[config.mk]
export PLATFORM = sky130hd
export DESIGN_NAME = shift_sequencer
export DESIGN_NICKNAME = d
export VERILOG_FILES = /design/src/rtl/shift_sequencer.sv
export SDC_FILE = /design/constraint.sdc
export NUM_CORES = 1
export LEC_CHECK = 0
export CAP_MARGIN = 20
export CELL_PAD_IN_SITES_DETAIL_PLACEMENT = 0
export CELL_PAD_IN_SITES_GLOBAL_PLACEMENT = 1
export CORE_MARGIN = 10
export CORE_UTILIZATION = 35
export CTS_CLUSTER_DIAMETER = 30
export DETAILED_ROUTE_END_ITERATION = 16
export GPL_TIMING_DRIVEN = 0
export HOLD_SLACK_MARGIN = 0.1
export PLACE_DENSITY_LB_ADDON = 0.1
export SYNTH_ARGS = -nofsm -noshare
export SYNTH_HDL_FRONTEND = slang
export SYNTH_SLANG_ARGS = --single-unit
[constraint.sdc]
create_clock -name clk -period 2 [get_ports clk]
set_clock_uncertainty 0.15 [all_clocks]
set_input_delay 0.4 -clock clk [delete_from_list [all_inputs] [get_ports clk]]
set_output_delay 0.4 -clock clk [all_outputs]
set_load 0.005 [all_outputs]
[src/rtl/shift_sequencer.sv]
// Multi-cycle shift controller: accepts one command, applies one single-bit
// shift/rotate step per clock for the requested count, then holds the result.
module shift_sequencer #(
   parameter int WIDTH = 8,
   parameter int AMT_W = 3
) (
   input  logic             clk,
   input  logic             rst_n,
   input  logic             cmd_valid,
   output logic             cmd_ready,
   input  logic [2:0]       cmd_op,
   input  logic [WIDTH-1:0] cmd_data,
   input  logic [AMT_W-1:0] cmd_amt,
   output logic             res_valid,
   input  logic             res_ready,
   output logic [WIDTH-1:0] res_data,
   output logic             res_err,
   output logic             busy
);

   typedef enum logic [1:0] {IDLE, SHIFT, DONE} state_t;
   typedef enum logic [2:0] {OP_LSL, OP_LSR, OP_ASR, OP_ROL, OP_ROR} op_t;

   state_t           state, state_nxt;
   op_t              op_q;
   logic [WIDTH-1:0] work_q, step_val;
   logic [AMT_W-1:0] cnt_q;
   logic             err_q;
   logic             cmd_illegal;

   assign cmd_illegal = (cmd_op > 3'(OP_ROR));

   // NOTE: state registers use non-blocking assignments so every flop samples
   // pre-edge values; blocking here would create order-dependent races.
   always_ff @(posedge clk or negedge rst_n) begin
      if (!rst_n) state <= IDLE;
      else        state <= state_nxt;
   end

   // NOTE: every combinational output gets a default first, so no path through
   // the case statement can leave it unassigned and infer a latch.
   always_comb begin
      state_nxt = state;
      case (state)
         IDLE:  if (cmd_valid)
                   state_nxt = (cmd_illegal || cmd_amt == '0) ? DONE : SHIFT;
         SHIFT: if (cnt_q == AMT_W'(1)) state_nxt = DONE;
         DONE:  if (res_ready) state_nxt = IDLE;
         default: state_nxt = IDLE;
      endcase
   end

   always_comb begin
      step_val = work_q;
      case (op_q)
         OP_LSL: step_val = {work_q[WIDTH-2:0], 1'b0};
         OP_LSR: step_val = {1'b0, work_q[WIDTH-1:1]};
         OP_ASR: step_val = {work_q[WIDTH-1], work_q[WIDTH-1:1]};
         OP_ROL: step_val = {work_q[WIDTH-2:0], work_q[WIDTH-1]};
         OP_ROR: step_val = {work_q[0], work_q[WIDTH-1:1]};
         default: step_val = work_q;
      endcase
   end

   // Illegal ops skip SHIFT entirely, so the operand reaches DONE untouched.
   always_ff @(posedge clk or negedge rst_n) begin
      if (!rst_n) begin
         work_q <= '0;
         cnt_q  <= '0;
         op_q   <= OP_LSL;
         err_q  <= 1'b0;
      end else begin
         case (state)
            IDLE: if (cmd_valid) begin
               work_q <= cmd_data;
               cnt_q  <= cmd_amt;
               op_q   <= op_t'(cmd_op);
               err_q  <= cmd_illegal;
            end
            SHIFT: begin
               work_q <= step_val;
               cnt_q  <= cnt_q - AMT_W'(1);
            end
            default: ;
         endcase
      end
   end

   // Handshake outputs decode the state flop only: no path from cmd_valid/res_ready.
   assign cmd_ready = (state == IDLE);
   assign res_valid = (state == DONE);
   assign busy      = (state != IDLE);
   assign res_data  = work_q;
   assign res_err   = err_q;

endmodule

==> results of run 1 <==
-- worst min-delay path, cell delays in order --
cell	delay [ns]
clkbuf_1	0.17
nor2_1	0.12
nor3_1	0.05
-- cell usage after synthesis (all sizes together) --
cell type,instances
o311ai,1
o21ai,11
a22o,1
ha,2
a21oi,5
or3,1
buf,5
o221ai,7
a32oi,1
inv,7
o31ai,2
a311oi,1
o22ai,3
nand2b,2
a2bb2oi,1
nor3,2
nand2,21
mux2,3
nor2b,2
nand3,1
a31o,1
nand3b,1
nor2,7
o22a,1
a2bb2o,6
xnor2,1
clkinv,1
dfrtp,17
o31a,1
clkbuf,1
or2,1
-- flip-flops by register name (all words and copies together), names as in the netlist --
signal    flops
res_data      8
res_err       1
op_q          3
cnt_q         3
state         2
-- report_power, final --
part,switching [mW],internal (mW),total [mW]
Clock,0.123,0.0779,0.201
Sequential,0.190,0.524,0.714
Combinational,0.776,0.875,1.65
-- metrics by stage --
stage,instance area (um^2),hold slack [ns]
CTS,1450,0.324
global placement,1400,0.314
detailed placement,1400,0.320
floorplan,1080,-0.0456
finish,1460,0.325
global route,1460,0.373
-- worst paths after layout --
check	startpoint	to	slack [ns]	cells after the start
worst min-delay path	cmd_valid	state[0]	0.32	3
min in group asynchronous	rst_n	res_err	0.40	1
max in group asynchronous	rst_n	cnt_q[0]	0.79	1
worst min register to register	res_err	res_err	0.34	2
worst max register to register	op_q[1]	res_data[1]	0.22	5
worst max-delay path	state[1]	res_valid	0.18	4
-- area by class of cell --
type                            instances  area [um^2]  area share
Sequential cell                        17          425       0.291
Inverter                                8         30.0      0.0205
Tap cell                               33         41.3      0.0282
Clock buffer                            4         26.3      0.0179
Multi-Input combinational cell         86          608       0.415
Timing Repair Buffer                   30          295       0.202
Buffer                                  6         37.5      0.0256
-- repair_timing --
item | 4_1_cts | 5_1_grt
buffers inserted | 1 | 1
cloned | 0 | 0
endpoints found under the setup margin | 3 | 1
resized for setup | 7 | 3
-- cells in the final DEF (no fill, tap or decap), types with 3 or more instances in the layout --
cell type,synthesis,final
clkdlybuf4s50_1,0,25
inv_1,7,6
clkbuf_4,0,3
dfrtp_1,17,17
buf_2,5,3
a2bb2o_2,6,6
nand2_1,21,21
a21oi_1,5,5
nor2_1,7,5
buf_4,0,3
mux2_2,3,3
o21ai_0,11,11
o22ai_1,3,3
o221ai_2,7,7
-- cell families (layout without fill, tap and decap cells) --
logic type      after synthesis  in the layout  synth area share
compound gates               42             42             0.335
xor+xnor                      1              1           0.00809
fa+ha+maj                     2              2            0.0231
buf+inv                      14             48            0.0543
flops                        17             17             0.393
mux                           3              3            0.0312
simple gates                 38             38             0.155
-- metal layers --
layer,share of wire,track usage,up-vias
li1,-,-,502
met3,0.066,0.0365,4
met1,0.47,0.137,464
met4,0.014,0.0433,0
met2,0.45,0.163,22
met5,0,0,-
==> results.sh, run 1 <==
export IMPL_cp_cell_sequence="buf_4, inv_2, nor2_2, dlygate4sd2_1"
export IMPL_hp_class="in -> reg"
export IMPL_syn_nets=137
export IMPL_drv_slew=0
export IMPL_cp_end_kind="output port"
export IMPL_cts_hold_buf=0
export IMPL_fin_cells=184
export IMPL_syn_inst=117
export IMPL_startpoint_type="flip-flop"
export IMPL_via_count=992
export IMPL_syn2layout_area_growth_pct=35.3
export IMPL_antenna_found_initial=0
export IMPL_clock_sinks=17
export IMPL_grt_pass1_wl_um=4700
export IMPL_clkTransAtPathRegs_ns=0.11
export IMPL_track_usage=0.108
export IMPL_syn_avg_cell_area_um2=9.25
export IMPL_period_share=0.911
export IMPL_path_buf_inv=3
export IMPL_path_delay_family="buffers and inverters"
export IMPL_peakVddDrop_mv=0.608
export IMPL_fp_dieH_um=75.6
export IMPL_synth_area_um2=1080
export IMPL_max_freq_ghz=0.549
export IMPL_dr_first_iter_drc_count=45
export IMPL_ys_warn_count=0
export IMPL_yosys_area_top_type="dfrtp_1"
export IMPL_fp_dieW_um=75.6
export IMPL_post_route_util=0.488
export IMPL_max_cap_violations=0
export IMPL_drt_pass1_iter_count=4
export IMPL_timing_final_ws_setup_ns=0.177
export IMPL_dp_hpwl_um=2210
export IMPL_period_needed_ns=1.82
export IMPL_power_density_nw_per_um2=1750
export IMPL_start_util=0.360
export IMPL_avgRoutedWirePerCell_um=15.9
export IMPL_cp_arrival_ns=1.27
export IMPL_rows=20
export IMPL_ys_types=31
export IMPL_dp_cells=178
export IMPL_grt_pass1_vias=973
export IMPL_dp_slack_ns=0.139
export IMPL_drive_gt1_frac=0.212
export IMPL_viasPerCell=5.39
export IMPL_clock_root_buffer="clkbuf_4"
export IMPL_htreeDepth=1
export IMPL_setup_violations=0
export IMPL_routed_wl_um=2930
export IMPL_tns_ns=0
export IMPL_nNetsFinal=172
export IMPL_total_power_mw=2.57
export IMPL_max_slew_margin_rel=0.455
export IMPL_synth_top_area_frac=0.393
export IMPL_core_um2=3000
export IMPL_clkLatencyLatePin_ns=0.30
export IMPL_cts_made_buffers=3
export IMPL_crit_required_ns=1.45
export IMPL_cp_slowest_stage_delay_ns=0.38
export IMPL_rsz0062_at_grt="no"
export IMPL_critPathMaxFanout=9
export IMPL_ys_seq_area_frac=0.393
export IMPL_netlist_top_cells_area="dfrtp_1 (39%), o221ai_2 (9.7%), nand2_1 (7.3%)"
export IMPL_num_fill_cells=308
export IMPL_antenna_left=0
export IMPL_leakagePower_nw=0.613
export IMPL_grt_ovfl_total=0
export IMPL_ys_seq_elements=17
export IMPL_outcome="complete, no violations"
export IMPL_path_class="reg -> out"
export IMPL_cts_max_path_buffers=2
export IMPL_cts_tree="yes"
export IMPL_antennaDiodeCount=0
export IMPL_port_buffers=28
export IMPL_die_area_um2=5720
export IMPL_slowest_stage="dfrtp_1"
export IMPL_grt_max_degree=18
export IMPL_routabilityCongestion=0.784
export IMPL_ios=30
export IMPL_final_hold_violation_count=0
export IMPL_worstMarginPinSlew_ns=0.815
export IMPL_drcViolationCount=0
Power figures use the tool's default switching activity.
==> inputs of run 2 (changes only) <==
--- a/config.mk
+++ b/config.mk
@@ -9,7 +9,7 @@
 export CELL_PAD_IN_SITES_DETAIL_PLACEMENT = 0
 export CELL_PAD_IN_SITES_GLOBAL_PLACEMENT = 1
 export CORE_MARGIN = 10
-export CORE_UTILIZATION = 35
+export CORE_UTILIZATION = 38
 export CTS_CLUSTER_DIAMETER = 30
 export DETAILED_ROUTE_END_ITERATION = 16
 export GPL_TIMING_DRIVEN = 0
==> constraint.sdc (replaced) <==
create_clock -name clk -period 2.2 [get_ports clk]
set_clock_uncertainty 0.15 [all_clocks]
set_input_delay 0.44 -clock clk [delete_from_list [all_inputs] [get_ports clk]]
set_output_delay 0.44 -clock clk [all_outputs]
set_load 0.005 [all_outputs]
==> run 2 against run 1 <==
Routed wire length decreased by 1.7%. Total power decreased by 10%. Worst hold slack improved by 0.021 ns. Non-clock buffer count decreased by 2. Critical path depth decreased by 1. Global-route usage increased by 0.65 points. Highest routed layer unchanged. Cell area decreased by 1.5%.
==> results.sh, run 2 (synthesis gave the netlist of run 1 again) <==
export IMPL_outcome="complete, no violations"
export IMPL_viasPerCell=5.56
export IMPL_drcViolationCount=0
export IMPL_track_usage=0.114
export IMPL_clock_sinks=17
export IMPL_cts_max_path_buffers=2
export IMPL_place_area_um2=1400
export IMPL_rr_worst_depth=4
export IMPL_drt_pass1_iter_count=5
export IMPL_routed_wl_um=2880
export IMPL_period_needed_ns=2.13
export IMPL_worstMarginPinSlew_ns=0.825
export IMPL_rows=19
export IMPL_via_count=1001
export IMPL_multi_input_area_um2=608
export IMPL_dp_cells=176
export IMPL_fin_cells=180
export IMPL_hold_ws_ns=0.346
export IMPL_grt_pass1_vias=1011
export IMPL_htreeDepth=1
export IMPL_cp_arrival_ns=1.54
export IMPL_core_um2=2730
export IMPL_period_share=0.969
export IMPL_min_path_cells=2
export IMPL_die_area_um2=5380
export IMPL_rsz0062_at_grt="no"
export IMPL_grt_ovfl_total=0
export IMPL_dp_hpwl_um=2190
export IMPL_clkTransAtPathRegs_ns=0.10
export IMPL_cts_tree="yes"
export IMPL_leakagePower_nw=0.588
export IMPL_avgRoutedWirePerCell_um=16.0
export IMPL_tns_ns=0
export IMPL_nNetsFinal=170
export IMPL_max_slew_margin_rel=0.448
export IMPL_mostFrequentLayoutCell="clkdlybuf4s50_1"
export IMPL_ios=30
export IMPL_power_density_nw_per_um2=1600
export IMPL_antenna_left=0
export IMPL_cp_end_kind="output port"
export IMPL_r2r_start="op_q[0]"
export IMPL_drive_gt1_frac=0.201
export IMPL_dp_slack_ns=0.304
export IMPL_fp_dieW_um=73.4
export IMPL_start_util=0.396
export IMPL_grt_max_degree=18
export IMPL_cp_endpoint="res_valid"
export IMPL_hp_class="reg -> reg"
export IMPL_peakVddDrop_mv=0.936
export IMPL_routabilityCongestion=0.800
export IMPL_antenna_found_initial=0
export IMPL_fp_dieH_um=73.4
export IMPL_critPathMaxFanout=10
export IMPL_syn2layout_area_growth_pct=33.3
export IMPL_path_class="reg -> out"
export IMPL_startpoint_type="flip-flop"
export IMPL_final_hold_violation_count=0
export IMPL_port_buffers=28
export IMPL_crit_required_ns=1.61
export IMPL_setup_violations=0
export IMPL_clkLatencyLatePin_ns=0.30
export IMPL_max_freq_ghz=0.469
export IMPL_max_cap_violations=0
export IMPL_cp_startpoint="state[0]"
export IMPL_total_power_mw=2.31
export IMPL_stdcell_area_um2=1440
export IMPL_cts_made_buffers=3
export IMPL_layout_common_cells="clkdlybuf4s50_1 (28), nand2_1 (21), dfrtp_1 (17)"
export IMPL_rrSetupSlack_ns=0.45
export IMPL_clock_root_buffer="clkbuf_4"
export IMPL_post_route_util=0.528
export IMPL_timing_rr_end="res_data[1]"
export IMPL_num_fill_cells=257
export IMPL_register_area_um2=425
export IMPL_drv_slew=0
export IMPL_dr_first_iter_drc_count=41
export IMPL_timing_final_ws_setup_ns=0.0679
export IMPL_largest_reg_flops=8
export IMPL_grt_pass1_wl_um=4990
export IMPL_cts_hold_buf=0
export IMPL_antennaDiodeCount=0
run 2: worst max-delay path: stages, from the launching register on:
cell and delay [ns]:
dfrtp_1 0.42, buf_4 0.19, nor2_2 0.13, clkdlybuf4s50_1 0.51
run 2: final cells by class:
class                      instances  area share
buffer                             6      0.0234
clock buffer                       4      0.0182
inverter                           8      0.0208
multi-input combinational         86       0.422
sequential                        17       0.295
tap                               31      0.0269
timing repair buffer              28       0.194
run 2: per-layer routing:
layer	GRT usage	part of all wire	routed length, um	up-vias
li1	-	-	-	496
met1	0.149	0.46	1330	475
met2	0.176	0.47	1350	28
met3	0.0377	0.060	172	2
met4	0.0311	0.0073	21	0
met5	0	0	0	-
run 2: worst min path at each step:
stage,to,start,slack [ns]
after floorplan,cnt_q[0],rst_n,-0.006
after global placement,res_err,res_err,0.32
after detailed placement,res_err,res_err,0.33
after CTS,res_err,res_err,0.35
after global routing,res_err,res_err,0.42
final,res_err,res_err,0.35
run 2: where the power goes:
part | internal (mW) | total [mW] | switching, mW
sequential | 0.476 | 0.649 | 0.173
combinational | 0.783 | 1.49 | 0.703
clock | 0.0707 | 0.174 | 0.104
run 2: what timing repair did:
item,CTS,global route
setup buffers,0,0
resized for setup,4,3
gates cloned,0,0
setup endpoints to repair,2,3
